### src/rtl/weight_bias_stream_loader_if.sv
`default_nettype none
// ============================================================================
//  Module      : weight_bias_stream_loader_if
//  Description : Byte-stream input and weight/bias BRAM write bus of the
//                classifier model loader.
//                master : stream source (drives rx_data, rx_valid, reload)
//                slave  : loader (drives the BRAM write ports and status)
//  Signals     : rx_data[7:0], rx_valid, reload           (source -> loader)
//                weight_we, weight_waddr[12:0], weight_wdata[7:0],
//                bias_we, bias_waddr[3:0], bias_wdata[31:0],
//                weights_ready, loading, load_error         (loader -> out)
//  Revision    : 1.0 - initial release
// ============================================================================
interface weight_bias_stream_loader_if;
   logic [7:0]  rx_data;
   logic        rx_valid;
   logic        reload;
   logic        weight_we;
   logic [12:0] weight_waddr;
   logic [7:0]  weight_wdata;
   logic        bias_we;
   logic [3:0]  bias_waddr;
   logic [31:0] bias_wdata;
   logic        weights_ready;
   logic        loading;
   logic        load_error;

   modport master (
      output rx_data, rx_valid, reload,
      input  weight_we, weight_waddr, weight_wdata,
      input  bias_we, bias_waddr, bias_wdata,
      input  weights_ready, loading, load_error
   );

   modport slave (
      input  rx_data, rx_valid, reload,
      output weight_we, weight_waddr, weight_wdata,
      output bias_we, bias_waddr, bias_wdata,
      output weights_ready, loading, load_error
   );
endinterface
`default_nettype wire

### src/rtl/weight_bias_stream_loader.sv
`default_nettype none
// ============================================================================
//  Module      : weight_bias_stream_loader
//  Description : Writes a streamed classifier model into the weight BRAM
//                (NUM_WEIGHTS signed bytes) and bias BRAM (NUM_BIASES
//                little-endian 32-bit words), then raises weights_ready.
//                Optional macro CHECKSUM_LOADER_EN adds a trailer byte that
//                must equal the mod-256 sum of all payload bytes.
//  Ports       : clk, rst_n (async, active low)
//                bus (slave modport of weight_bias_stream_loader_if):
//                  rx_data/rx_valid byte strobe, reload restart pulse,
//                  weight_we/waddr/wdata, bias_we/waddr/wdata write ports,
//                  weights_ready, loading, load_error status
//  Revision    : 1.0 - initial release
// ============================================================================
module weight_bias_stream_loader #(
   parameter int NUM_WEIGHTS    = 7840,
   parameter int NUM_BIASES     = 10,
   parameter int TIMEOUT_CYCLES = 1000000
) (
   input  logic                        clk,
   input  logic                        rst_n,
   weight_bias_stream_loader_if.slave  bus
);

   localparam logic [12:0] W_LAST     = 13'(NUM_WEIGHTS - 1);
   localparam logic [3:0]  B_LAST     = 4'(NUM_BIASES - 1);
   localparam bit          TIMEOUT_EN = (TIMEOUT_CYCLES > 0);
   localparam int          IDLE_W     = (TIMEOUT_CYCLES > 1) ? $clog2(TIMEOUT_CYCLES) : 1;
   // Abort fires on the TIMEOUT_CYCLES-th consecutive idle cycle.
   localparam logic [IDLE_W-1:0] IDLE_LAST =
      IDLE_W'((TIMEOUT_CYCLES > 0) ? TIMEOUT_CYCLES - 1 : 0);

   typedef enum logic [1:0] {
      S_WEIGHTS = 2'd0,
      S_BIAS    = 2'd1,
      S_CHECK   = 2'd2,
      S_READY   = 2'd3
   } state_t;

   state_t            state;
   logic [12:0]       weight_cnt;
   logic [3:0]        bias_idx;
   logic [1:0]        byte_idx;
   logic [23:0]       bias_lo;      // lower three bytes of the word in flight
   logic [IDLE_W-1:0] idle_cnt;
`ifdef CHECKSUM_LOADER_EN
   logic [7:0]        sum;
`endif

   always_ff @(posedge clk or negedge rst_n) begin
      if (!rst_n) begin
         state              <= S_WEIGHTS;
         weight_cnt         <= '0;
         bias_idx           <= '0;
         byte_idx           <= '0;
         bias_lo            <= '0;
         idle_cnt           <= '0;
`ifdef CHECKSUM_LOADER_EN
         sum                <= '0;
`endif
         bus.weight_we      <= 1'b0;
         bus.weight_waddr   <= '0;
         bus.weight_wdata   <= '0;
         bus.bias_we        <= 1'b0;
         bus.bias_waddr     <= '0;
         bus.bias_wdata     <= '0;
         bus.weights_ready  <= 1'b0;
         bus.loading        <= 1'b0;
         bus.load_error     <= 1'b0;
      end else begin
         bus.weight_we <= 1'b0;
         bus.bias_we   <= 1'b0;

         if (bus.reload) begin
            // Any byte arriving together with reload is dropped.
            state             <= S_WEIGHTS;
            weight_cnt        <= '0;
            bias_idx          <= '0;
            byte_idx          <= '0;
            bias_lo           <= '0;
            idle_cnt          <= '0;
`ifdef CHECKSUM_LOADER_EN
            sum               <= '0;
`endif
            bus.weights_ready <= 1'b0;
            bus.loading       <= 1'b0;
            bus.load_error    <= 1'b0;
         end else if (bus.rx_valid && state != S_READY) begin
            idle_cnt    <= '0;
            bus.loading <= 1'b1;
            // First byte of a new load clears a stale abort flag.
            if (!bus.loading)
               bus.load_error <= 1'b0;
`ifdef CHECKSUM_LOADER_EN
            if (state != S_CHECK)
               sum <= sum + bus.rx_data;
`endif
            case (state)
               S_WEIGHTS: begin
                  bus.weight_we    <= 1'b1;
                  bus.weight_waddr <= weight_cnt;
                  bus.weight_wdata <= bus.rx_data;
                  // Count stops at the last address; the next byte is bias data.
                  if (weight_cnt == W_LAST)
                     state <= S_BIAS;
                  else
                     weight_cnt <= weight_cnt + 13'd1;
               end
               S_BIAS: begin
                  if (byte_idx == 2'd3) begin
                     bus.bias_we    <= 1'b1;
                     bus.bias_waddr <= bias_idx;
                     bus.bias_wdata <= {bus.rx_data, bias_lo};
                     byte_idx       <= '0;
                     if (bias_idx == B_LAST) begin
`ifdef CHECKSUM_LOADER_EN
                        state <= S_CHECK;
`else
                        state             <= S_READY;
                        bus.weights_ready <= 1'b1;
                        bus.loading       <= 1'b0;
`endif
                     end else begin
                        bias_idx <= bias_idx + 4'd1;
                     end
                  end else begin
                     // Shift right so byte 0 ends up in bits [7:0].
                     bias_lo  <= {bus.rx_data, bias_lo[23:8]};
                     byte_idx <= byte_idx + 2'd1;
                  end
               end
`ifdef CHECKSUM_LOADER_EN
               S_CHECK: begin
                  if (bus.rx_data == sum) begin
                     state             <= S_READY;
                     bus.weights_ready <= 1'b1;
                     bus.loading       <= 1'b0;
                  end else begin
                     state          <= S_WEIGHTS;
                     weight_cnt     <= '0;
                     bias_idx       <= '0;
                     byte_idx       <= '0;
                     bias_lo        <= '0;
                     sum            <= '0;
                     bus.loading    <= 1'b0;
                     bus.load_error <= 1'b1;
                  end
               end
`endif
               default: ;
            endcase
         end else if (TIMEOUT_EN && bus.loading) begin
            // loading is only set in the receiving states, so it doubles as
            // the "at least one byte received" qualifier.
            if (idle_cnt == IDLE_LAST) begin
               state          <= S_WEIGHTS;
               weight_cnt     <= '0;
               bias_idx       <= '0;
               byte_idx       <= '0;
               bias_lo        <= '0;
               idle_cnt       <= '0;
`ifdef CHECKSUM_LOADER_EN
               sum            <= '0;
`endif
               bus.loading    <= 1'b0;
               bus.load_error <= 1'b1;
            end else begin
               idle_cnt <= idle_cnt + IDLE_W'(1);
            end
         end
      end
   end

endmodule
`default_nettype wire

### src/flat_wrapper.sv
// flat-port wrapper written by rule: the top's interface ports become plain ports
module weight_bias_stream_loader_flat 
#(
   parameter int NUM_WEIGHTS    = 7840,
   parameter int NUM_BIASES     = 10,
   parameter int TIMEOUT_CYCLES = 1000000
)
  (clk, rst_n, bus_rx_data, bus_rx_valid, bus_reload, bus_weight_we, bus_weight_waddr, bus_weight_wdata, bus_bias_we, bus_bias_waddr, bus_bias_wdata, bus_weights_ready, bus_loading, bus_load_error);
  weight_bias_stream_loader_if bus_i ();
  input  logic clk;
  input  logic rst_n;
  input wire logic [$bits(bus_i.rx_data)-1:0] bus_rx_data;
  input wire logic [$bits(bus_i.rx_valid)-1:0] bus_rx_valid;
  input wire logic [$bits(bus_i.reload)-1:0] bus_reload;
  output wire logic [$bits(bus_i.weight_we)-1:0] bus_weight_we;
  output wire logic [$bits(bus_i.weight_waddr)-1:0] bus_weight_waddr;
  output wire logic [$bits(bus_i.weight_wdata)-1:0] bus_weight_wdata;
  output wire logic [$bits(bus_i.bias_we)-1:0] bus_bias_we;
  output wire logic [$bits(bus_i.bias_waddr)-1:0] bus_bias_waddr;
  output wire logic [$bits(bus_i.bias_wdata)-1:0] bus_bias_wdata;
  output wire logic [$bits(bus_i.weights_ready)-1:0] bus_weights_ready;
  output wire logic [$bits(bus_i.loading)-1:0] bus_loading;
  output wire logic [$bits(bus_i.load_error)-1:0] bus_load_error;
  assign bus_i.rx_data = bus_rx_data;
  assign bus_i.rx_valid = bus_rx_valid;
  assign bus_i.reload = bus_reload;
  assign bus_weight_we = bus_i.weight_we;
  assign bus_weight_waddr = bus_i.weight_waddr;
  assign bus_weight_wdata = bus_i.weight_wdata;
  assign bus_bias_we = bus_i.bias_we;
  assign bus_bias_waddr = bus_i.bias_waddr;
  assign bus_bias_wdata = bus_i.bias_wdata;
  assign bus_weights_ready = bus_i.weights_ready;
  assign bus_loading = bus_i.loading;
  assign bus_load_error = bus_i.load_error;
  weight_bias_stream_loader #(.NUM_WEIGHTS(NUM_WEIGHTS), .NUM_BIASES(NUM_BIASES), .TIMEOUT_CYCLES(TIMEOUT_CYCLES)) u_core (.clk(clk), .rst_n(rst_n), .bus(bus_i));
endmodule
### config.mk
export PLATFORM = sky130hd
export DESIGN_NAME = weight_bias_stream_loader_flat
export DESIGN_NICKNAME = d
export VERILOG_FILES = /design/src/rtl/weight_bias_stream_loader_if.sv /design/src/rtl/weight_bias_stream_loader.sv /design/src/flat_wrapper.sv
export SDC_FILE = /design/constraint.sdc
export NUM_CORES = 1
export LEC_CHECK = 0
export ABC_AREA = 1
export BUFFER_PORTS_ARGS = -buffer_cell sky130_fd_sc_hd__buf_4
export CORE_MARGIN = 2
export CORE_UTILIZATION = 55
export DETAILED_ROUTE_END_ITERATION = 8
export GPL_ROUTABILITY_DRIVEN = 0
export PLACE_DENSITY = 0.73
export SKIP_LAST_GASP = 1
export SYNTH_ARGS = -nofsm -noshare
export SYNTH_HDL_FRONTEND = slang
export SYNTH_SLANG_ARGS = --single-unit
### constraint.sdc
create_clock -name clk -period 1.9 [get_ports clk]
set_clock_uncertainty 0.15 [all_clocks]
set_input_delay 0.38 -clock clk [delete_from_list [all_inputs] [get_ports clk]]
set_output_delay 0.38 -clock clk [all_outputs]
set_load 0.02 [all_outputs]
==> impl_summary.txt <==
----------------------------------------------------
[Status]
  Status ... finished, final reports clean

[Route]
  Per-cell routed wire length ... 13.9 um
  Vias per Instance ... 5.22
  Post-detailed-route DRC marker count ... 0
  Starting DRT DRC Count ... 440
  Number of vias in the routed layout ... 5306
  Number of nets with antenna violations after detailed routing ... 0
  Post-Route WL ... 14100 um
  Router iterations before antenna repair ... 5

[Logic synthesis]
  Average cell area after synthesis ... 7.84 um2
  Yosys reg bits ... 127
  Mapped cell area ... 6020 um2
  Synth warn ... 0
  Synth Flop Type ... sky130_fd_sc_hd__dfrtp_1
  Top-area cell type share of the netlist area ... 52.8%
  Share of flip-flops with an asynchronous set or reset ... 100%
  EDFF count, synth ... 0
  Number of instances in the synthesized netlist ... 768
  Net count after synthesis ... 785
  Main area contributors after synthesis ... sky130_fd_sc_hd__dfrtp_1 (53%), sky130_fd_sc_hd__nand2_1 (21%), sky130_fd_sc_hd__nor2_1 (4.4%)
  Cell type with the largest total area after synthesis ... sky130_fd_sc_hd__dfrtp_1
  Cell variety after synth ... 36
  Seq/Total Area, Yosys ... 52.8%

[Timing]
  Number of endpoints with negative hold slack in the final report ... 0
  Max transition margin ... 66.4%
  Final worst-path setup slack ... 0.0960 ns
  Final cycle utilization of the critical path ... 94.9%
  Fin. max-slew vios ... 0
  Max Clock Freq ... 554 MHz
  Min Clock Period, post-route ... 1.80 ns
  RSZ-0062 raised after global routing ... yes
  Number of setup violations in the final report ... 0
  Slew @ Worst Pin ... 0.500 ns

[GRT]
  Global-route usage over all layers ... 26.0%
  Maximum number of pins on one net before global-route repair ... 46
  Global-route wire length before repair ... 23800 um
  Number of global-route vias before repair ... 5114
  Overflow left after global routing ... 0
  Initial antenna violation count ... 0

[Setup path]
  Register-to-Register Setup Slack ... 0.1 ns
  Reg-to-reg critical path startpoint ... u_core.weight_cnt[1]$_DFFE_PN0P_
  Cell-by-cell trace of the critical path ... ha_4, nand3_2, nor2_1, nand3_2, a21oi_4, nor2_2, buf_4, nand2_1, nand2_1
  Critical path's slowest cell ... sky130_fd_sc_hd__dfrtp_1
  Kind of start point of the critical path ... flip-flop
  Worst setup EP type ... flip-flop
  Startpoint-to-endpoint class of the critical path ... flip-flop to flip-flop
  Required @ worst endpoint ... 2.16 ns
  Max FO, Critical Path ... 11
  Family with the most delay on the worst path ... simple AND/OR/NAND/NOR gates
  Worst EP arrival ... 2.06 ns
  Highest cell delay on the worst timing path ... 0.44 ns
  Origin of the worst setup path ... u_core.weight_cnt[1]$_DFFE_PN0P_
  Total buffers and inverters traversed by the critical path ... 1

[Die]
  DIE HEIGHT ... 109 um
  Starting density of the core ... 56.1%
  Placeable core region ... 10700 um2
  Die boundary width ... 109 um
  Area of the die ... 11800 um2
  I/O pin count ... 74
  Std-Cell Rows ... 38

[Cells and area]
  Fraction of final layout cells with drive strength greater than 1 ... 17.7%
  Total area of multi-input combinational cells ... 2530 um2
  Filler cells ... 850
  FF+latch area ... 3180 um2
  Antenna cells ... 0
  Number of nets at the end of the flow ... 882
  Synth-to-Final Area Change ... 25.7%
  Fin util ... 70.5%
  Final std cell area, no fill ... 7570 um2

[Clock tree]
  CTS H-tree depth ... 4
  Number of buffers added by the clock tree synthesis step ... 17
  Root Driver ... sky130_fd_sc_hd__clkbuf_8
  Clock tree buffer depth ... 2
  Register clock-pin slew on the reported worst setup and hold paths ... 0.05 ns
  Worst-skew pair later-pin latency ... 0.52 ns
  Number of sinks driven by the clock tree ... 127
  Clock tree from TritonCTS ... built

[Power and ir drop]
  Net Sw Power ... 1690 uW
  Internal power summed over all cells ... 5100 uW
  Sequential group share of total power ... 42.8%
  Clock group share of total power ... 46.4%
  Switching part of the total power ... 24.9%
  Reported leakage power ... 0.00391 uW
  Overall power after layout ... 6790 uW
  Combinational share of power ... 10.9%
  PD cells ... 897 nW/um2
  Largest vdd supply drop ... 0.479 mV

[Place]
  Number of buffer cells added on primary ports ... 73
  Pre-CTS WS ... -0.0405 ns
  Instance area after placement ... 6790 um2
  Post-detail-place hpwl ... 9770 um

[Hold path]
  Tightest Hold Check Type ... primary input to flip-flop
  Worst hold path startpoint ... bus_reload

[Flow run]
  Max-cap violations ... 0

----------------------------------------------------
[Yosys cell counts (all sizes together), types with 2 or more instances]
cell type,instances
nand2,342
dfrtp,127
nor2,75
inv,63
nand3,43
o21ai,37
buf,20
nor3,16
nand4,14
a21oi,9
ha,5
xor2,3
clkbuf,2
nand3b,2
nor4,2
xnor2,2
[sequential cells by signal, indices dropped and copies added (netlist names)]
register	cells
u_core.idle_cnt	20
u_core.byte_idx	2
u_core.state	2
u_core.bus.bias_we	1
u_core.bus.weights_ready	1
u_core.bus.loading	1
u_core.bus.weight_wdata	8
u_core.weight_cnt	13
u_core.bus.bias_wdata	32
u_core.bus.weight_waddr	13
u_core.bus.load_error	1
u_core.bias_lo	24
u_core.bus.weight_we	1
u_core.bias_idx	4
u_core.bus.bias_waddr	4
[area by class of cell]
type | instances | share of cell area [%]
tap | 140 | 2.31
clock buffer | 20 | 5.75
inverter | 63 | 3.19
timing repair buffer | 100 | 11.5
clock inverter | 11 | 1.87
multi-input combinational | 556 | 33.4
sequential | 127 | 42.0
[power groups by stage]
stage / Combinational (uW) / Sequential [uW] / Clock, uW
floorplan: 298 / 3010 / 0
global placement: 663 / 2940 / 0
detailed placement: 683 / 2940 / 0
CTS: 711 / 2890 / 3200
global route: 817 / 2920 / 3360
finish: 738 / 2910 / 3150
[worst register-to-register path: stages, from the launching register on]
cell	delay, ns
sky130_fd_sc_hd__dfrtp_1	0.44
sky130_fd_sc_hd__ha_4	0.18
sky130_fd_sc_hd__nand3_2	0.12
sky130_fd_sc_hd__nor2_1	0.13
sky130_fd_sc_hd__nand3_2	0.14
sky130_fd_sc_hd__a21oi_4	0.18
sky130_fd_sc_hd__nor2_2	0.06
sky130_fd_sc_hd__buf_4	0.17
sky130_fd_sc_hd__nand2_1	0.07
sky130_fd_sc_hd__nand2_1	0.05
[layout by cell type (no fill, tap or decap), drive strengths merged]
cell / instances
a211oi: 1
a21o: 1
a21oi: 9
buf: 91
bufinv: 3
clkbuf: 20
clkinv: 5
clkinvlp: 3
dfrtp: 127
dlygate4sd3: 9
ha: 5
inv: 63
nand2: 342
nand3: 43
nand3b: 2
nand4: 14
nor2: 75
nor3: 16
nor4: 2
o21a: 1
o21ai: 37
o21bai: 1
o22ai: 1
or2: 1
xnor2: 2
xor2: 3
[what timing repair did]
item,in CTS,in global routing
hold endpoints to repair,121,0
resized for setup,3,14
setup buffers,0,4
endpoints found under the setup margin,14,51
pin swaps,1,4
gates cloned,0,0
hold buffers,9,0
[per-stage QoR]
step | setup TNS (ns) | hold slack (ns) | instances
5_1_grt | -0.0234 | 0.0730 | 1017
3_3_place_gp | 0 | 0.174 | 973
3_5_place_dp | -0.199 | 0.177 | 973
4_1_cts | 0 | 0.0454 | 1013
6_report | 0 | 0.0639 | 1017
2_1_floorplan | 0 | -0.0656 | 768
[per-layer routing]
layer | track usage (%) | part of all wire [%]
met5 | 0 | 0
met2 | 42.0 | 50
met1 | 34.7 | 44
met4 | 8.97 | 1.4
met3 | 5.98 | 4.8
[cells by family after synthesis]
family / after synthesis / share of synthesized area [%]
XOR/XNOR: 5 / 0.727
flip-flops: 127 / 52.8
buffers and inverters: 85 / 6.44
AND/OR/NAND/NOR: 495 / 34.4
AO/OA/AOI/OAI: 51 / 4.67
adder cells (fa/ha/maj): 5 / 1.04
[final timing paths]
check / endpoint / cells past startpoint
setup reg to reg: u_core.weight_cnt[2]$_DFFE_PN0P_ / 9
hold / removal: u_core.bus.loading$_DFF_PN0_ / 4
min in group asynchronous: u_core.bias_lo[9]$_DFFE_PN0P_ / 2
hold reg to reg: u_core.bias_lo[0]$_DFFE_PN0P_ / 2
max in group asynchronous: u_core.bus.weight_wdata[2]$_DFFE_PN0P_ / 3
setup / recovery: u_core.weight_cnt[2]$_DFFE_PN0P_ / 9
Power figures use the tool's default switching activity.
